**src/rtl/dram_pkg.sv**
```systemverilog
// dram_pkg: shared FSM state type, default age width and parameter-legality check macro.
package dram_pkg;
  typedef enum logic [1:0] {IDLE, REF_ACT, REF_PRE} state_e;
  localparam int RETENTION_DEF = 100;
  localparam int AGE_W = $clog2(RETENTION_DEF + 1);
endpackage

`define DRAM_PARAM_CHECK(lbl, cond) if (!(cond)) begin : lbl $error("dram_refresh_ctrl: illegal parameter combination"); end

```
**src/rtl/dram_row_timer.sv**
```systemverilog
// dram_row_timer: per-row saturating retention age with valid flag; write restores, refresh only resets age.
module dram_row_timer #(
  parameter int RETENTION = 100
) (
  input  logic clk,
  input  logic rst,
  input  logic clr_i,
  input  logic wr_i,
  output logic valid_o,
  output logic expire_o
);
  localparam int AW = $clog2(RETENTION + 1);
  logic [AW-1:0] age_q, age_d;
  logic valid_q, valid_d;
  always_comb begin
    expire_o = !wr_i && !clr_i && age_q == AW'(RETENTION - 1);
    age_d = (wr_i || clr_i) ? '0 : (age_q == AW'(RETENTION) ? age_q : age_q + 1'b1);
    valid_d = wr_i ? 1'b1 : (expire_o ? 1'b0 : valid_q);
  end
  always_ff @(posedge clk) begin
    if (rst) begin
      age_q <= '0;
      valid_q <= 1'b1;
    end else begin
      age_q <= age_d;
      valid_q <= valid_d;
    end
  end
  assign valid_o = valid_q;
endmodule

```
**src/rtl/dram_refresh_ctrl.sv**
```systemverilog
// dram_refresh_ctrl: DRAM row array with retention decay, round-robin auto refresh,
// manual refresh and a ready/rvalid host port.
module dram_refresh_ctrl
  import dram_pkg::*;
#(
  parameter int DATA_W = 8,
  parameter int ADDR_W = 3,
  parameter int REFRESH_INTERVAL = 8,
  parameter int RETENTION = 100
) (
  input  logic              clk,
  input  logic              rst,
  input  logic              auto_en_i,
  input  logic              req_i,
  input  logic              we_i,
  input  logic [ADDR_W-1:0] addr_i,
  input  logic [DATA_W-1:0] din_i,
  input  logic              refresh_i,
  input  logic [ADDR_W-1:0] refresh_addr_i,
  output logic              ready_o,
  output logic              rvalid_o,
  output logic [DATA_W-1:0] dout_o,
  output logic              refresh_busy_o,
  output logic              decay_err_o
);
  localparam int DEPTH = 1 << ADDR_W;
  localparam int CW = $clog2(REFRESH_INTERVAL);
  `DRAM_PARAM_CHECK(g_bad_interval, REFRESH_INTERVAL >= 4)
  `DRAM_PARAM_CHECK(g_bad_retention, RETENTION > REFRESH_INTERVAL * DEPTH)
  logic [DATA_W-1:0] mem_q [DEPTH];
  logic [DATA_W-1:0] mem_d [DEPTH];
  state_e state_q, state_d;
  logic [CW-1:0] cnt_q, cnt_d;
  logic [ADDR_W-1:0] ptr_q, ptr_d, ref_row_q, ref_row_d;
  logic ref_auto_q, ref_auto_d, pend_q, pend_d;
  logic rvalid_q, rvalid_d, derr_q, derr_d;
  logic [DATA_W-1:0] dout_q, dout_d;
  logic [DEPTH-1:0] valid, expire;
  logic wrap, idle, start_auto, start_man, wr, rd;
  always_comb begin
    idle = state_q == IDLE;
    wrap = auto_en_i && cnt_q == CW'(REFRESH_INTERVAL - 1);
    cnt_d = auto_en_i ? (wrap ? '0 : cnt_q + 1'b1) : cnt_q;
    ready_o = idle && !pend_q && !refresh_i;
    wr = req_i && ready_o && we_i;
    rd = req_i && ready_o && !we_i;
    start_auto = idle && pend_q;
    start_man = idle && !pend_q && refresh_i;
    state_d = state_q == REF_ACT ? REF_PRE : state_q == REF_PRE ? IDLE :
              (pend_q || refresh_i) ? REF_ACT : IDLE;
    ref_row_d = start_auto ? ptr_q : start_man ? refresh_addr_i : ref_row_q;
    ref_auto_d = idle ? pend_q : ref_auto_q;
    ptr_d = (state_q == REF_PRE && ref_auto_q) ? ptr_q + 1'b1 : ptr_q;
    // a wrap landing on the entry cycle re-arms rather than being lost
    pend_d = wrap || (pend_q && !start_auto);
    rvalid_d = rd;
    derr_d = rd && !valid[addr_i];
    dout_d = rd ? (valid[addr_i] ? mem_q[addr_i] : '0) : dout_q;
    for (int i = 0; i < DEPTH; i++)
      mem_d[i] = (wr && addr_i == ADDR_W'(i)) ? din_i : (expire[i] ? '0 : mem_q[i]);
  end
  always_ff @(posedge clk) begin
    if (rst) begin
      for (int i = 0; i < DEPTH; i++) mem_q[i] <= '0;
      state_q <= IDLE;
      cnt_q <= '0;
      ptr_q <= '0;
      ref_row_q <= '0;
      ref_auto_q <= 1'b0;
      pend_q <= 1'b0;
      rvalid_q <= 1'b0;
      derr_q <= 1'b0;
      dout_q <= '0;
    end else begin
      mem_q <= mem_d;
      state_q <= state_d;
      cnt_q <= cnt_d;
      ptr_q <= ptr_d;
      ref_row_q <= ref_row_d;
      ref_auto_q <= ref_auto_d;
      pend_q <= pend_d;
      rvalid_q <= rvalid_d;
      derr_q <= derr_d;
      dout_q <= dout_d;
    end
  end
  for (genvar r = 0; r < DEPTH; r++) begin : g_row
    dram_row_timer #(.RETENTION(RETENTION)) u_timer (
      .clk      (clk),
      .rst      (rst),
      .clr_i    (state_q == REF_ACT && ref_row_q == ADDR_W'(r)),
      .wr_i     (wr && addr_i == ADDR_W'(r)),
      .valid_o  (valid[r]),
      .expire_o (expire[r])
    );
  end
  assign rvalid_o = rvalid_q;
  assign dout_o = dout_q;
  assign decay_err_o = derr_q;
  assign refresh_busy_o = !idle;
endmodule
```
**config.mk**
```make
export PLATFORM = sky130hd
export DESIGN_NAME = dram_refresh_ctrl
export DESIGN_NICKNAME = d
export VERILOG_FILES = /design/src/rtl/dram_pkg.sv /design/src/rtl/dram_row_timer.sv /design/src/rtl/dram_refresh_ctrl.sv
export SDC_FILE = /design/constraint.sdc
export NUM_CORES = 1
export LEC_CHECK = 0
export ABC_AREA = 1
export BUFFER_PORTS_ARGS = -buffer_cell sky130_fd_sc_hd__buf_2
export CORE_ASPECT_RATIO = 0.9
export CORE_MARGIN = 8
export CORE_UTILIZATION = 48
export CTS_CLUSTER_DIAMETER = 80
export DETAILED_ROUTE_END_ITERATION = 10
export GPL_ROUTABILITY_DRIVEN = 0
export PLACE_DENSITY = 0.71
export SLEW_MARGIN = 5
export SYNTH_ARGS = -nofsm -noshare
export SYNTH_HDL_FRONTEND = slang
export SYNTH_SLANG_ARGS = --single-unit
```
**constraint.sdc**
```tcl
create_clock -name clk -period 1.35 [get_ports clk]
set_input_delay 0.0675 -clock clk [delete_from_list [all_inputs] [get_ports clk]]
set_output_delay 0.0675 -clock clk [all_outputs]
set_load 0.01 [all_outputs]
```
==> results.md <==
- Area leader, netlist: dfxtp_1
- I/O pin count: 32
- DRC viols: 0
- 1st-iter DRT viols: 536
- Sequential share of power: 45.6%
- Initial antenna violation count: 0
- Largest cells by area after synthesis: dfxtp_1, nand2_1, a21oi_1
- Post-Route WL: 19,500 um
- Num CTS Buffers: 17
- Root Driver: clkbuf_16
- Largest net degree at the start of global routing: 85
- Syn-to-layout area delta: 26.0%
- Die W: 146 um
- Final ANT Viol Nets: 0
- Total track usage: 19.8%
- Clk_lat worst skew: 0.43 ns
- Post-synthesis sequential area ratio: 41.4%
- MaxCap Viol Count: 0
- H-tree depth: 4
- Pwr/cell area: 1110 nW/um2
- CP bufs+invs: 2
- Worst Hold Slack: 0.0107 ns
- Netlist cell types: 34
- Worst Setup Start Kind: flip-flop
- Crit path time final: 1.45 ns
- Int Power: 7670 uW
- Post-synth top cells: nand2_1, dfxtp_1, a21oi_1
- Yosys top cell area share: 41.4%
- Vias: 7,015
- Fmax: 690 MHz
- Worst setup margin: -0.0992 ns
- Final Slew Violations: 0
- Worst-Margin Slew: 0.443 ns
- Crit share post-route: 107%
- Crit. End Element: flip-flop
- Req. time, crit path: 1.73 ns
- Critical path peak fanout: 11
- Leak Pwr: 0.00388 uW
- Num rows: 42
- Maximum VDD drop: 1030 uV
- Switching power: 2520 uW
- Yosys reg bits: 151
- Fin cells: 1,339
- # diodes: 0
- First drt pass iteration count: 5
- Die area: 19,400 um2
- Ys async rst share: 0%
- Syn Nets: 1,063
- PnR Total Power: 10,200 uW
- Clk slew on worst S/H paths: 0.06 ns
- RSZ-0062 raised after global routing: true
- Main synth FF type: dfxtp_1
- CTS tree: yes
- Syn Area/Cell: 7.14 um2
- Vias in the first global route: 6,700
- Mapped cell area: 7310 um2
- Nets: 1,168
- CP delay by family, top: simple AND/OR/NAND/NOR gates
- Layout cells sized above 1: 19.7%
- Hold Path Class: in -> reg
- Hpwl dp: 12,900 um
- Critical path data arrival time: 1.83 ns
- Status: complete, but fails checks
- First-pass GRT wire length: 31,700 um
- Top-count cell post-synth: nand2_1
- Kind of critical path: reg -> reg
- Critical path cell sequence: nor2_4, nand3_4, nor2_8, buf_12, nand2_8, buf_4, nand2_1, o21ai_0, nand3_1
- Failing checks: setup timing
- Num Clock Sinks: 151
- Max Buffers Root-to-Sink: 2
- Final setup viols: 112
- Yosys warnings: 0
- Logic pwr share: 9.2%
- Biggest cell delay along the critical path: 0.35 ns
- Critical-path top delay cell: dfxtp_2
- Core area: 14,800 um2
- Die height: 133 um
- Mapped Cells: 1,024
- Initial core utilization: 49.3%
- Hold Fails Final Rpt: 0
- Clk pwr share: 45.3%
- Sw frac: 24.7%
- Total gr overflow: 0
- Dpl cells: 1,294
- Vias per cell: 5.24
- Max-slew headroom: 70.3%
- Skew final: 0.00554 ns
- Port Buffers: 31
- Avg WL per Cell: 14.5 um
- EDFF count, synth: 0
worst min-delay path, cell delays in order:
cell and delay (ns):
buf_2 0.12, nor2_4 0.06, inv_4 0.10, nor2_1 0.05
path summary, 6_finish.rpt:
path                            startpoint                        to  slack, ns  depth (start not counted)
setup / recovery                state_q[1]  g_row[3].u_timer.valid_o       -0.1                          9
hold / removal                        we_i                  rvalid_o       0.01                          4
hold reg to reg   g_row[5].u_timer.valid_o  g_row[5].u_timer.valid_o       0.46                          2
setup reg to reg                state_q[1]  g_row[3].u_timer.valid_o       -0.1                          9
area by class of cell:
type / instances / area [um2]
well taps: 198 / 248
fillers: 1298 / 5610
inverters: 77 / 347
flip-flops and latches: 151 / 3030
clock inverters: 8 / 71.3
clock buffers: 23 / 498
repair inverters: 2 / 10.0
repair buffers: 116 / 915
multi-input cells: 764 / 4090
stage by stage:
step	setup TNS (ns)	worst slack, ns	instance area (um2)	util, %
2_1_floorplan	-0.191	-0.0180	7330	-
3_3_place_gp	-9.83	-0.172	8210	55.4
3_5_place_dp	-14.14	-0.262	8210	55.4
4_1_cts	-3.42	-0.0821	9030	60.9
5_1_grt	-13.92	-0.169	9210	62.1
6_report	-5.50	-0.0992	9210	62.1
power by group through the flow:
stage | sequential, uW | combinational, uW | clock [uW]
floorplan | 4730 | 509 | 0
global placement | 4730 | 824 | 0
detailed placement | 4730 | 836 | 0
CTS | 4640 | 890 | 4670
global route | 4650 | 1030 | 4850
finish | 4640 | 934 | 4610
sequential cells by signal, indices dropped and copies added (netlist names), 2 cells and up:
name,count
dout_o,8
cnt_q,3
g_row.u_timer.valid_o,8
ptr_q,3
g_row.u_timer.age_q,56
mem_q,64
ref_row_q,3
state_q,2
repair_timing:
item / in CTS / in global routing
endpoints found under the setup margin: 135 / 139
gates resized for setup: 42 / 28
cloned: 3 / 3
hold buffers: 4 / 0
pin swaps: 3 / 6
buffers inserted: 0 / 4
hold endpoints to repair: 7 / 0
cells in the final DEF (no fill, tap or decap), types with 7 or more instances in the layout:
cell type / count
nor3_1: 9
buf_4: 70
a21oi_1: 104
buf_2: 31
buf_12: 8
o21ai_0: 14
nor2_2: 9
clkinv_2: 7
nand4_1: 12
ha_1: 17
nand3_4: 8
nand2_4: 10
inv_1: 64
nor2_4: 9
xnor2_1: 14
nand3_1: 70
clkbuf_16: 17
dfxtp_1: 146
xor2_1: 14
nor2_1: 63
nand2_1: 339
o211ai_1: 32
cells by family (layout without fill, tap and decap cells):
group	count (synthesis)	count (layout)	share of synthesized area, %
buffers and inverters	113	226	6.85
AOI/OAI and AO/OA	160	160	12.3
and+or+nand+nor	553	557	32.9
adders and majority gates	19	19	3.25
xor gates and xnor gates	28	28	3.36
DFF	151	151	41.4
metal layers:
layer | vias to the layer above | track usage (%) | routed length, um
met1 | 3235 | 25.4 | 8690
met5 | - | 0 | 0
li1 | 3549 | - | -
met4 | 0 | 7.55 | 432
met3 | 44 | 4.12 | 1170
met2 | 187 | 32.1 | 9170
No activity file was read; power rests on OpenSTA's default activity.
